$ cat src/rtl/mem_port_arbiter_if.sv
// Signal bundle between the core's fetch and load/store ports, the arbiter and the unified memory bus.
// The master side is the core plus the memory; the slave side is the arbiter.
interface mem_port_arbiter_if;
   // instruction-fetch port
   logic        if_req;
   logic [63:0] if_addr;
   logic        if_gnt;
   logic        if_fault;
   logic        if_rvalid;
   logic [31:0] if_rdata;

   // load/store port
   logic        d_req;
   logic        d_we;
   logic [63:0] d_addr;
   logic [2:0]  d_width;
   logic [63:0] d_wdata;
   logic        d_gnt;
   logic        d_fault;
   logic        d_rvalid;
   logic [63:0] d_rdata;

   // unified memory bus
   logic        bus_req;
   logic        bus_we;
   logic [63:0] bus_addr;
   logic [63:0] bus_wdata;
   logic [7:0]  bus_wmask;
   logic        bus_ack;
   logic [63:0] bus_rdata;

   modport master (
      output if_req, if_addr,
      input  if_gnt, if_fault, if_rvalid, if_rdata,
      output d_req, d_we, d_addr, d_width, d_wdata,
      input  d_gnt, d_fault, d_rvalid, d_rdata,
      input  bus_req, bus_we, bus_addr, bus_wdata, bus_wmask,
      output bus_ack, bus_rdata
   );

   modport slave (
      input  if_req, if_addr,
      output if_gnt, if_fault, if_rvalid, if_rdata,
      input  d_req, d_we, d_addr, d_width, d_wdata,
      output d_gnt, d_fault, d_rvalid, d_rdata,
      output bus_req, bus_we, bus_addr, bus_wdata, bus_wmask,
      input  bus_ack, bus_rdata
   );
endinterface

$ cat src/rtl/mem_port_arbiter.sv
// Arbitrates the fetch and load/store ports onto one memory bus, one access at a time, with
// data priority bounded by a fetch-starvation limit; also does byte-lane steering and load extension.
module mem_port_arbiter #(
   parameter int MAX_D_STREAK = 4
) (
   input  logic               clk,
   input  logic               rst,
   mem_port_arbiter_if.slave  mp
);

   localparam logic [2:0] MAX_STREAK = 3'(MAX_D_STREAK);

   typedef enum logic [1:0] {
      IDLE    = 2'd0,
      BUSY_IF = 2'd1,
      BUSY_D  = 2'd2,
      DONE    = 2'd3
   } state_t;

   state_t      state_q, state_d;
   logic [2:0]  streak_q;

   logic        if_fault_c, d_fault_c;
   logic        if_gnt_c, d_gnt_c;
   logic        if_ok, d_ok;

   // access latched at grant
   logic        sel_d_p1;
   logic        req_we_p1;
   logic [2:0]  req_width_p1;
   logic [63:0] req_addr_p1;
   logic [63:0] req_wdata_p1;

   // results captured on bus_ack
   logic [31:0] if_rdata_p2;
   logic [63:0] d_rdata_p2;

   logic        busy;
   logic        busy_d;

   // Address is misaligned when it is not a multiple of the access size.
   function automatic logic misaligned(input logic [2:0] off, input logic [1:0] size_code);
      logic bad;
      case (size_code)
         2'd0:    bad = 1'b0;
         2'd1:    bad = off[0];
         2'd2:    bad = |off[1:0];
         default: bad = |off;
      endcase
      return bad;
   endfunction

   function automatic logic [7:0] lane_mask(input logic [2:0] off, input logic [1:0] size_code);
      logic [7:0] m;
      case (size_code)
         2'd0:    m = 8'h01;
         2'd1:    m = 8'h03;
         2'd2:    m = 8'h0F;
         default: m = 8'hFF;
      endcase
      return m << off;
   endfunction

   // Shift the addressed lanes down, then sign- or zero-extend to 64 bits.
   function automatic logic [63:0] load_extend(input logic [63:0] raw, input logic [2:0] off,
                                               input logic [2:0] width);
      logic [63:0]        shifted;
      logic signed [7:0]  b;
      logic signed [15:0] h;
      logic signed [31:0] w;
      logic signed [63:0] ext;
      shifted = raw >> {off, 3'b000};
      b = shifted[7:0];
      h = shifted[15:0];
      w = shifted[31:0];
      case (width[1:0])
         2'd0:    ext = width[2] ? {56'd0, shifted[7:0]}  : 64'(b);
         2'd1:    ext = width[2] ? {48'd0, shifted[15:0]} : 64'(h);
         2'd2:    ext = width[2] ? {32'd0, shifted[31:0]} : 64'(w);
         default: ext = shifted;
      endcase
      return ext;
   endfunction

   function automatic logic d_illegal(input logic we, input logic [2:0] width, input logic [2:0] off);
      return (width == 3'b111) || (we && width[2]) || misaligned(off, width[1:0]);
   endfunction

   // Stage 0: combinational arbitration and fault detection in IDLE
   always_comb begin
      state_d    = state_q;
      if_fault_c = 1'b0;
      d_fault_c  = 1'b0;
      if_ok      = 1'b0;
      d_ok       = 1'b0;
      if_gnt_c   = 1'b0;
      d_gnt_c    = 1'b0;
      case (state_q)
         IDLE: begin
            if (!rst) begin
               if_fault_c = mp.if_req && (mp.if_addr[1:0] != 2'b00);
               d_fault_c  = mp.d_req && d_illegal(mp.d_we, mp.d_width, mp.d_addr[2:0]);
               if_ok      = mp.if_req && !if_fault_c;
               d_ok       = mp.d_req && !d_fault_c;
               if (if_ok && d_ok) begin
                  if (streak_q == MAX_STREAK) if_gnt_c = 1'b1;
                  else                        d_gnt_c  = 1'b1;
               end else begin
                  if_gnt_c = if_ok;
                  d_gnt_c  = d_ok;
               end
               if (if_gnt_c)     state_d = BUSY_IF;
               else if (d_gnt_c) state_d = BUSY_D;
            end
         end
         BUSY_IF: if (mp.bus_ack) state_d = DONE;
         BUSY_D:  if (mp.bus_ack) state_d = DONE;
         DONE:    state_d = IDLE;
         default: state_d = IDLE;
      endcase
   end

   always_ff @(posedge clk) begin
      if (rst) begin
         state_q  <= IDLE;
         streak_q <= 3'd0;
         sel_d_p1 <= 1'b0;
      end else begin
         state_q <= state_d;
         if (!mp.if_req || if_gnt_c)
            streak_q <= 3'd0;
         else if (d_gnt_c && (streak_q != 3'd7))
            streak_q <= streak_q + 3'd1;
         if (if_gnt_c)     sel_d_p1 <= 1'b0;
         else if (d_gnt_c) sel_d_p1 <= 1'b1;
      end
   end

   // Stage 1: latched access held on the bus until acknowledged
   always_ff @(posedge clk) begin
      if (if_gnt_c) begin
         req_addr_p1  <= mp.if_addr;
         req_we_p1    <= 1'b0;
         req_width_p1 <= 3'b110;
         req_wdata_p1 <= 64'd0;
      end else if (d_gnt_c) begin
         req_addr_p1  <= mp.d_addr;
         req_we_p1    <= mp.d_we;
         req_width_p1 <= mp.d_width;
         req_wdata_p1 <= mp.d_wdata;
      end
   end

   assign busy   = (state_q == BUSY_IF) || (state_q == BUSY_D);
   assign busy_d = (state_q == BUSY_D);

   assign mp.bus_req   = busy;
   assign mp.bus_we    = busy_d && req_we_p1;
   assign mp.bus_addr  = busy ? {req_addr_p1[63:3], 3'b000} : 64'd0;
   assign mp.bus_wdata = busy_d ? (req_wdata_p1 << {req_addr_p1[2:0], 3'b000}) : 64'd0;
   assign mp.bus_wmask = busy_d ? lane_mask(req_addr_p1[2:0], req_width_p1[1:0]) : 8'd0;

   // Stage 2: results registered on ack, presented in DONE and held until the next one
   always_ff @(posedge clk) begin
      if (rst) begin
         if_rdata_p2 <= 32'd0;
         d_rdata_p2  <= 64'd0;
      end else if (mp.bus_ack) begin
         if (state_q == BUSY_IF)
            if_rdata_p2 <= req_addr_p1[2] ? mp.bus_rdata[63:32] : mp.bus_rdata[31:0];
         if (state_q == BUSY_D)
            d_rdata_p2 <= req_we_p1 ? 64'd0
                                    : load_extend(mp.bus_rdata, req_addr_p1[2:0], req_width_p1);
      end
   end

   assign mp.if_gnt    = if_gnt_c;
   assign mp.if_fault  = if_fault_c;
   assign mp.d_gnt     = d_gnt_c;
   assign mp.d_fault   = d_fault_c;
   assign mp.if_rvalid = (state_q == DONE) && !sel_d_p1;
   assign mp.d_rvalid  = (state_q == DONE) && sel_d_p1;
   assign mp.if_rdata  = if_rdata_p2;
   assign mp.d_rdata   = d_rdata_p2;

endmodule

$ cat src/flat_wrapper.sv
// flat-port wrapper written by rule: the top's interface ports become plain ports
module mem_port_arbiter_flat 
#(
   parameter int MAX_D_STREAK = 4
)
  (clk, rst, mp_if_req, mp_if_addr, mp_if_gnt, mp_if_fault, mp_if_rvalid, mp_if_rdata, mp_d_req, mp_d_we, mp_d_addr, mp_d_width, mp_d_wdata, mp_d_gnt, mp_d_fault, mp_d_rvalid, mp_d_rdata, mp_bus_req, mp_bus_we, mp_bus_addr, mp_bus_wdata, mp_bus_wmask, mp_bus_ack, mp_bus_rdata);
  mem_port_arbiter_if mp_i ();
  input  logic clk;
  input  logic rst;
  input wire logic [$bits(mp_i.if_req)-1:0] mp_if_req;
  input wire logic [$bits(mp_i.if_addr)-1:0] mp_if_addr;
  output wire logic [$bits(mp_i.if_gnt)-1:0] mp_if_gnt;
  output wire logic [$bits(mp_i.if_fault)-1:0] mp_if_fault;
  output wire logic [$bits(mp_i.if_rvalid)-1:0] mp_if_rvalid;
  output wire logic [$bits(mp_i.if_rdata)-1:0] mp_if_rdata;
  input wire logic [$bits(mp_i.d_req)-1:0] mp_d_req;
  input wire logic [$bits(mp_i.d_we)-1:0] mp_d_we;
  input wire logic [$bits(mp_i.d_addr)-1:0] mp_d_addr;
  input wire logic [$bits(mp_i.d_width)-1:0] mp_d_width;
  input wire logic [$bits(mp_i.d_wdata)-1:0] mp_d_wdata;
  output wire logic [$bits(mp_i.d_gnt)-1:0] mp_d_gnt;
  output wire logic [$bits(mp_i.d_fault)-1:0] mp_d_fault;
  output wire logic [$bits(mp_i.d_rvalid)-1:0] mp_d_rvalid;
  output wire logic [$bits(mp_i.d_rdata)-1:0] mp_d_rdata;
  output wire logic [$bits(mp_i.bus_req)-1:0] mp_bus_req;
  output wire logic [$bits(mp_i.bus_we)-1:0] mp_bus_we;
  output wire logic [$bits(mp_i.bus_addr)-1:0] mp_bus_addr;
  output wire logic [$bits(mp_i.bus_wdata)-1:0] mp_bus_wdata;
  output wire logic [$bits(mp_i.bus_wmask)-1:0] mp_bus_wmask;
  input wire logic [$bits(mp_i.bus_ack)-1:0] mp_bus_ack;
  input wire logic [$bits(mp_i.bus_rdata)-1:0] mp_bus_rdata;
  assign mp_i.if_req = mp_if_req;
  assign mp_i.if_addr = mp_if_addr;
  assign mp_if_gnt = mp_i.if_gnt;
  assign mp_if_fault = mp_i.if_fault;
  assign mp_if_rvalid = mp_i.if_rvalid;
  assign mp_if_rdata = mp_i.if_rdata;
  assign mp_i.d_req = mp_d_req;
  assign mp_i.d_we = mp_d_we;
  assign mp_i.d_addr = mp_d_addr;
  assign mp_i.d_width = mp_d_width;
  assign mp_i.d_wdata = mp_d_wdata;
  assign mp_d_gnt = mp_i.d_gnt;
  assign mp_d_fault = mp_i.d_fault;
  assign mp_d_rvalid = mp_i.d_rvalid;
  assign mp_d_rdata = mp_i.d_rdata;
  assign mp_bus_req = mp_i.bus_req;
  assign mp_bus_we = mp_i.bus_we;
  assign mp_bus_addr = mp_i.bus_addr;
  assign mp_bus_wdata = mp_i.bus_wdata;
  assign mp_bus_wmask = mp_i.bus_wmask;
  assign mp_i.bus_ack = mp_bus_ack;
  assign mp_i.bus_rdata = mp_bus_rdata;
  mem_port_arbiter #(.MAX_D_STREAK(MAX_D_STREAK)) u_core (.clk(clk), .rst(rst), .mp(mp_i));
endmodule
$ cat config.mk
export PLATFORM = sky130hd
export DESIGN_NAME = mem_port_arbiter_flat
export DESIGN_NICKNAME = d
export VERILOG_FILES = /design/src/rtl/mem_port_arbiter_if.sv /design/src/rtl/mem_port_arbiter.sv /design/src/flat_wrapper.sv
export SDC_FILE = /design/constraint.sdc
export NUM_CORES = 1
export LEC_CHECK = 0
export BUFFER_PORTS_ARGS = -buffer_cell sky130_fd_sc_hd__buf_2
export CAP_MARGIN = 30
export CORE_MARGIN = 2
export CORE_UTILIZATION = 30
export DETAILED_ROUTE_END_ITERATION = 10
export PLACE_DENSITY = 0.58
export SYNTH_ARGS = -nofsm -noshare
export SYNTH_HDL_FRONTEND = slang
export SYNTH_SLANG_ARGS = --single-unit
$ cat constraint.sdc
create_clock -name clk -period 9.3 [get_ports clk]
set_clock_uncertainty 0.1 [all_clocks]
set_input_delay 0.93 -clock clk [delete_from_list [all_inputs] [get_ports clk]]
set_output_delay 0.93 -clock clk [all_outputs]
set_load 0.02 [all_outputs]
=== Yosys cells after proc, flatten, opt, wreduce, memory -nomap -nowiden ===
Cells that the tools add are included.

* Equal/unequal tests: 12
* Shift operators: 3
* Reduce and logical (&&, ||, !) cells: 31
* Add/subtract/negate cells: 1
* Muxes and demuxes: 35

{| class="wikitable"
|+ Operators by type and width
! kind !! count
|-
| $mux 64 || 8
|-
| $pmux 64 s3 || 1
|-
| $shl 64x6->64 || 1
|-
| $shr 64x6->64 || 1
|-
| $mux 32 || 1
|-
| $pmux 8 s3 || 1
|-
| $mux 1 || 18
|-
| $logic_and 1x1->1 || 10
|-
| $eq 2x2->1 const B || 4
|-
| $mux 8 || 1
|-
| $reduce_or 2->1 || 4
|-
| $shl 8x3->8 || 1
|-
| $eq 2x1->1 const B || 3
|-
| $eq 3x3->1 const B || 2
|-
| $logic_not 2->1 || 3
|-
| $mux 2 || 3
|-
| $pmux 2 s3 || 1
|-
| $reduce_and 2->1 || 3
|-
| $logic_not 1->1 || 4
|-
| $logic_or 1x1->1 || 4
|-
| $reduce_bool 2->1 || 2
|-
| $add 3x1->3 const B || 1
|-
| $ne 3x1->1 const B || 1
|-
| $ne 3x3->1 const B || 1
|-
| 3 further kinds || 3
|}

* Output and inout bits: 240
* Word-level logic and storage cells: 91
* Register bits after elaboration: 234

=== Depth between registers and ports, before layout ===
* Depth after elaboration: 16
* Mapped depth: 10

=== Least setup slack after synthesis ===
No wires, ideal clock.

* Path type: input port to flip-flop
* Start: input mp_if_addr[0]
* End: register u_core.req_addr_p1[0], enable pin
* Stages: 6
* Slack: 5.214 ns
* Data arrival time: 3.293 ns
* Path buffers: 2
* Required time: 8.507 ns
* Path through: or3b_2 > o21ai_0 > nand3b_1 > buf_2 > buf_2 > nand2_1

* Longest elaborated chain between the ends: 11
* Elaborated cells between the ends (all ways): 16
* Those cells by class: mux (10); reduce/logical (6)

{| class="wikitable"
|+ Ends and longest elaborated chain
! item !! line !! source
|-
| start: declaration || flat_wrapper.sv:11 || <nowiki>input wire logic [$bits(mp_i.if_addr)-1:0] mp_if_addr;</nowiki>
|-
| $reduce_bool 2->1 (*) || mem_port_arbiter.sv:101 || <nowiki>if_fault_c = mp.if_req && (mp.if_addr[1:0] != 2'b00);</nowiki>
|-
| $logic_and 1x1->1 (*) || mem_port_arbiter.sv:101 ||
|-
| $logic_not 1->1 (*) || mem_port_arbiter.sv:103 || <nowiki>if_ok = mp.if_req && !if_fault_c;</nowiki>
|-
| $logic_and 1x1->1 (*) || mem_port_arbiter.sv:103 ||
|-
| $logic_and 1x1->1 || mem_port_arbiter.sv:105 || <nowiki>if (if_ok && d_ok) begin</nowiki>
|-
| $mux 1 || mem_port_arbiter.sv:105 ||
|-
| $mux 1 || mem_port_arbiter.sv:100 || <nowiki>if (!rst) begin</nowiki>
|-
| $mux 1 || mem_port_arbiter.sv:98 || <nowiki>case (state_q)</nowiki>
|-
| $mux 1 || mem_port_arbiter.sv:100 ||
|-
| $mux 1 || mem_port_arbiter.sv:98 ||
|-
| $reduce_bool 2->1 (no line) (*) || - ||
|-
| end signal: assignment || mem_port_arbiter.sv:142 || <nowiki>req_addr_p1 <= mp.if_addr;</nowiki>
|-
| end signal: assignment || mem_port_arbiter.sv:147 || <nowiki>req_addr_p1 <= mp.d_addr;</nowiki>
|-
| end: declaration || mem_port_arbiter.sv:31 || <nowiki>logic [63:0] req_addr_p1;</nowiki>
|}

Mark *: on every way between the ends. The rest lies on a longest branch, timed or not. The select of a mux whose other input is x is not followed.
A chain may end at the register's enable or synchronous reset.

=== Worst setup path in the final report ===
* Start: register u_core.req_addr_p1[2]
* End: output mp_bus_wmask[4]

* Longest elaborated chain between the ends: 2

{| class="wikitable"
|+ Ends and longest elaborated chain
! item !! line !! source
|-
| $shl 8x3->8 || mem_port_arbiter.sv:61 || <nowiki>return m << off;</nowiki>
|-
| $mux 8 || mem_port_arbiter.sv:161 || <nowiki>assign mp.bus_wmask = busy_d ? lane_mask(req_addr_p1[2:0], req_width_p1[1:0]) : 8'd0;</nowiki>
|-
| end: declaration || flat_wrapper.sv:29 || <nowiki>output wire logic [$bits(mp_i.bus_wmask)-1:0] mp_bus_wmask;</nowiki>
|}

No other way between the ends.

==> metrics.md <==
| Metric | Value |
|---|---|
| Reg-to-reg critical path startpoint | `u_core.req_addr_p1[2]$_DFFE_PP_` |
| Most frequent cell on the critical path | `buf_4` |
| Sort of element at the start of the critical path | `register` |
| Via density per instance | `approximately 5.2` |
| Unrepaired setup endpoints after global routing | `false` |
| Endpoint of the worst hold path | `u_core.mp.d_rdata[34]$_SDFFE_PP0P_` |
| Classification of the worst-slack hold path | `reg2reg` |
| Storage cell area | `0.00533 sq mm` |
| Status | `completed` |
| Global routing usage summed across all routing layers | `between 20% and 30%` |
| Syn Inst Count | `1,515` |
| Die H | `215 um` |
| Fill cell count | `4,557` |
| Delay contributed by the slowest stage of the critical path | `0.74 ns` |
| Starting density of the core | `30.2%` |
| Row cnt | `77` |
| R2R Setup Slk | `between 5 and 6 ns` |
| Share of final-layout standard cells stronger than drive strength 1 | `a little over a third` |
| Clock Tree Buf Depth | `3` |
| Post-detailed-placement half-perimeter wirelength | `41,000 um` |
| Synth async-reset ratio | `0%` |
| Placement Cell Area | `0.0162 sq mm` |
| Final Hold Violating Endpoints | `0` |
| Design Area, Final | `0.0172 sq mm` |
| Critical Setup Path Class | `reg2out` |
| Element type at the critical path end | `output port` |
| Root Driver | `clkbuf_16` |
| Pwr/cell area | `approximately 260 mW/mm^2` |
| CTS tree | `built` |
| Cell depth of the worst min-delay path | `2` |
| Start point of the worst hold path | `u_core.mp.d_rdata[34]$_SDFFE_PP0P_` |
| Footprint of the multi-input gates | `0.00742 sq mm` |
| Number of max-slew violations in the final report | `0` |
| Number of enable flip-flop cells after synthesis | `64` |
| Arrival time worst endpoint | `about 4.2 ns` |
| Syn Std Cell Area | `0.0133 sq mm` |
| Global-route wire length before repair | `approximately 80,000 um` |
| Worst reg2reg endpoint | `u_core.mp.d_rdata[43]$_SDFFE_PP0P_` |
| Synth warn | `0` |
| Startpoint of the most critical setup path | `u_core.req_addr_p1[2]$_DFFE_PP_` |
| Maximum level of the CTS H-tree | `1` |
| Clk Latency, worst-skew pair | `0.56 ns` |
| Global placement routability congestion | `0.945` |
| Slew at the pin closest to its max-slew limit | `1.03 ns` |
| Critical path cell sequence | `buf_4 > buf_4 > clkinv_1 > buf_4 > nor3_1 > o21a_1 > buf_2` |
| Top flip-flop cell by instance count after synthesis | `dfxtp_1` |
| Residual overflow from global routing | `0` |
| Max-cap violation count | `0` |
| Num ports | `505` |
| Area delta synth->final | `29.5%` |
| Required time of the critical path | `8.27 ns` |
| Worst R2R Path Depth | `9` |
| Static leakage | `7.71 nW` |
| Vias in the first global route | `13,100` |
| Antenna viol nets, final | `0` |
| Count of routing violations after the opening detailed-route iteration | `1,146` |
| Antenna violations before repair | `5` |
| Hold bufs inserted after CTS | `0` |
| Slew HR | `31.1%` |
| Drt pass-1 iters | `5` |
| Total DRC errors in the routed layout | `0` |
| Post-CTS setup repair buffer count | `0` |
| Fraction of the yosys area taken by sequential cells | `40.0%` |
| Highest clock rate | `192 MHz` |
| Maximum fanout count along the critical path | `67` |
| Maximum number of pins on one net before global-route repair | `84` |
| Avg Inst Size Synth | `8.79 sq um` |
| Total number of nets in the final design | `2,214` |
| Register bit count reported by yosys | `234` |
| Distinct cell type count of the synthesized netlist | `between 50 and 60` |
| Final critical-path share of the clock period | `55.9%` |
| Total length of routed wires | `between 50,000 and 60,000 um` |
| Core footprint | `between 0.04 and 0.05 sq mm` |
| Overall die width | `about 210 um` |
| Register clock-pin slew on the reported worst setup and hold paths | `0.06 ns` |
| Final Critical Period | `5.20 ns` |
| Number of buffers added by the clock tree synthesis step | `29` |
| Total number of vias | `about 13,000` |
| Post-route setup TNS | `0 ns` |
| Clock Sink Count | `234` |
| Floorplan die area | `between 0.04 and 0.05 sq mm` |
| Number of buffer cells added on primary ports | `around 500` |
| Critical path's slowest cell | `buf_4` |
| Maximum vdd ir drop | `between 0.1 and 0.15 mV` |
| Total setup violations reported at the end of the flow | `0` |
| CTS resizes | `0` |
| Final routed wire length divided by cell count | `21.3 um` |
-- final cells by class --
class / count / area share [%]
clock inverters: 7 / 0.370
multi-input cells: 1142 / 43.1
inverters: 8 / 0.174
well taps: 592 / 4.30
flip-flops and latches: 234 / 30.9
repair buffers: 526 / 15.8
diodes: 2 / 0.0290
clock buffers: 45 / 5.40
-- worst max-delay path: cells and delay by family, from the launching register on --
family / cells / cell delay, ns
buffers and inverters: 5 / 2.58
DFF: 1 / 0.32
and+or+nand+nor: 1 / 0.31
AOI/OAI and AO/OA: 1 / 0.29
-- cells by family after synthesis --
| family | after synthesis | synth area share, % |
|---|---|---|
| AND/OR/NAND/NOR | 578 | 20.0 |
| AO/OA/AOI/OAI | 345 | 16.1 |
| flip-flops | 234 | 40.0 |
| multiplexers | 207 | 18.6 |
| buffers and inverters | 141 | 4.54 |
| adder cells (fa/ha/maj) | 8 | 0.752 |
| other | 1 | 0.0282 |
| XOR/XNOR | 1 | 0.0658 |
-- per-layer routing --
metal | track usage, % | share of wire (%) | vias to the layer above
li1 | - | - | 6213
met1 | 28.2 | 41 | 6349
met2 | 38.5 | 48 | 664
met3 | 4.00 | 7.1 | 118
met4 | 9.31 | 4.1 | 4
met5 | 0 | 0.053 | -
-- layout by cell type, fill, tap and decap left out, types with 7 or more instances in the layout --
| master | count |
|---|---|
| nor2b_1 | 39 |
| and3_1 | 10 |
| mux2i_1 | 96 |
| o32ai_1 | 7 |
| ha_1 | 8 |
| a32oi_1 | 7 |
| clkbuf_16 | 33 |
| nand3_1 | 12 |
| mux2_2 | 88 |
| a211oi_1 | 63 |
| o211ai_1 | 9 |
| edfxtp_1 | 64 |
| nand2_1 | 249 |
| a22o_1 | 8 |
| nor2_1 | 128 |
| a22oi_1 | 14 |
| buf_4 | 22 |
| nor3_1 | 22 |
| and2_1 | 96 |
| mux4_2 | 23 |
| o21ai_0 | 85 |
| o31ai_1 | 14 |
| dfxtp_1 | 170 |
| buf_2 | 502 |
| a21boi_0 | 7 |
| a21oi_1 | 107 |
-- power breakdown --
| group | internal (W) | leakage, nW | switching [W] |
|---|---|---|---|
| clock | 0.000712 | 0.495 | 0.000466 |
| sequential | 0.00129 | 1.97 | 0.000232 |
| combinational | 0.000632 | 5.24 | 0.00109 |
| total | 0.00263 | 7.71 | 0.00178 |
-- registers in the layout (all words and copies together), names as in the netlist --
signal               count
u_core.sel_d_p1          1
u_core.mp.d_rdata       64
u_core.state_q           2
u_core.req_we_p1         1
u_core.streak_q          3
u_core.req_wdata_p1     64
u_core.req_width_p1      3
u_core.req_addr_p1      64
u_core.mp.if_rdata      32
-- cells in the mapped netlist, drive strengths merged, types with 2 or more instances --
library cell | count | area share (%)
a211oi | 63 | 3.6
a21boi | 7 | 0.39
a21oi | 108 | 4.1
a221oi | 2 | 0.13
a22o | 8 | 0.53
a22oi | 14 | 0.79
a2bb2oi | 5 | 0.33
a31oi | 4 | 0.19
a32oi | 7 | 0.46
and2 | 97 | 4.6
and3 | 10 | 0.47
buf | 51 | 2.0
clkbuf | 82 | 2.3
dfxtp | 170 | 26
edfxtp | 64 | 14
ha | 8 | 0.75
inv | 7 | 0.20
mux2 | 88 | 7.4
mux2i | 96 | 7.2
mux4 | 23 | 3.9
nand2 | 250 | 7.1
nand2b | 4 | 0.19
nand3 | 12 | 0.45
nand3b | 2 | 0.11
nor2 | 128 | 3.6
nor2b | 39 | 1.8
nor3 | 24 | 0.94
nor3b | 4 | 0.23
o211ai | 9 | 0.51
o21a | 3 | 0.17
o21ai | 87 | 3.3
o21bai | 2 | 0.11
o31ai | 14 | 0.79
o32ai | 7 | 0.46
or2 | 2 | 0.094
-- worst max-delay path by stage --
stage / endpoint / slack [ns] / cells after the start
6_report: mp_bus_wmask[4] / 4.10 / 7
4_1_cts: mp_bus_wmask[4] / 4.16 / 7
2_1_floorplan: u_core.req_addr_p1[0]$_DFFE_PP_ / 5.21 / 6
3_5_place_dp: mp_bus_wmask[4] / 4.78 / 7
3_3_place_gp: mp_d_gnt / 4.61 / 8
5_1_grt: mp_bus_wmask[4] / 3.91 / 7
-- per-stage QoR --
step                setup WS (ns)  power (W)  hold WS [ns]  instances  utilization (%)
floorplan                    5.21    0.00260         0.332       1517                -
global placement             4.61    0.00323         0.335       2498             36.8
detailed placement           4.78    0.00325         0.339       2502             36.9
CTS                          4.16    0.00444         0.352       2554             39.1
global route                 3.91    0.00465         0.376       2555             39.1
finish                       4.10    0.00442         0.349       2556             39.1
Power figures use the tool's default switching activity.
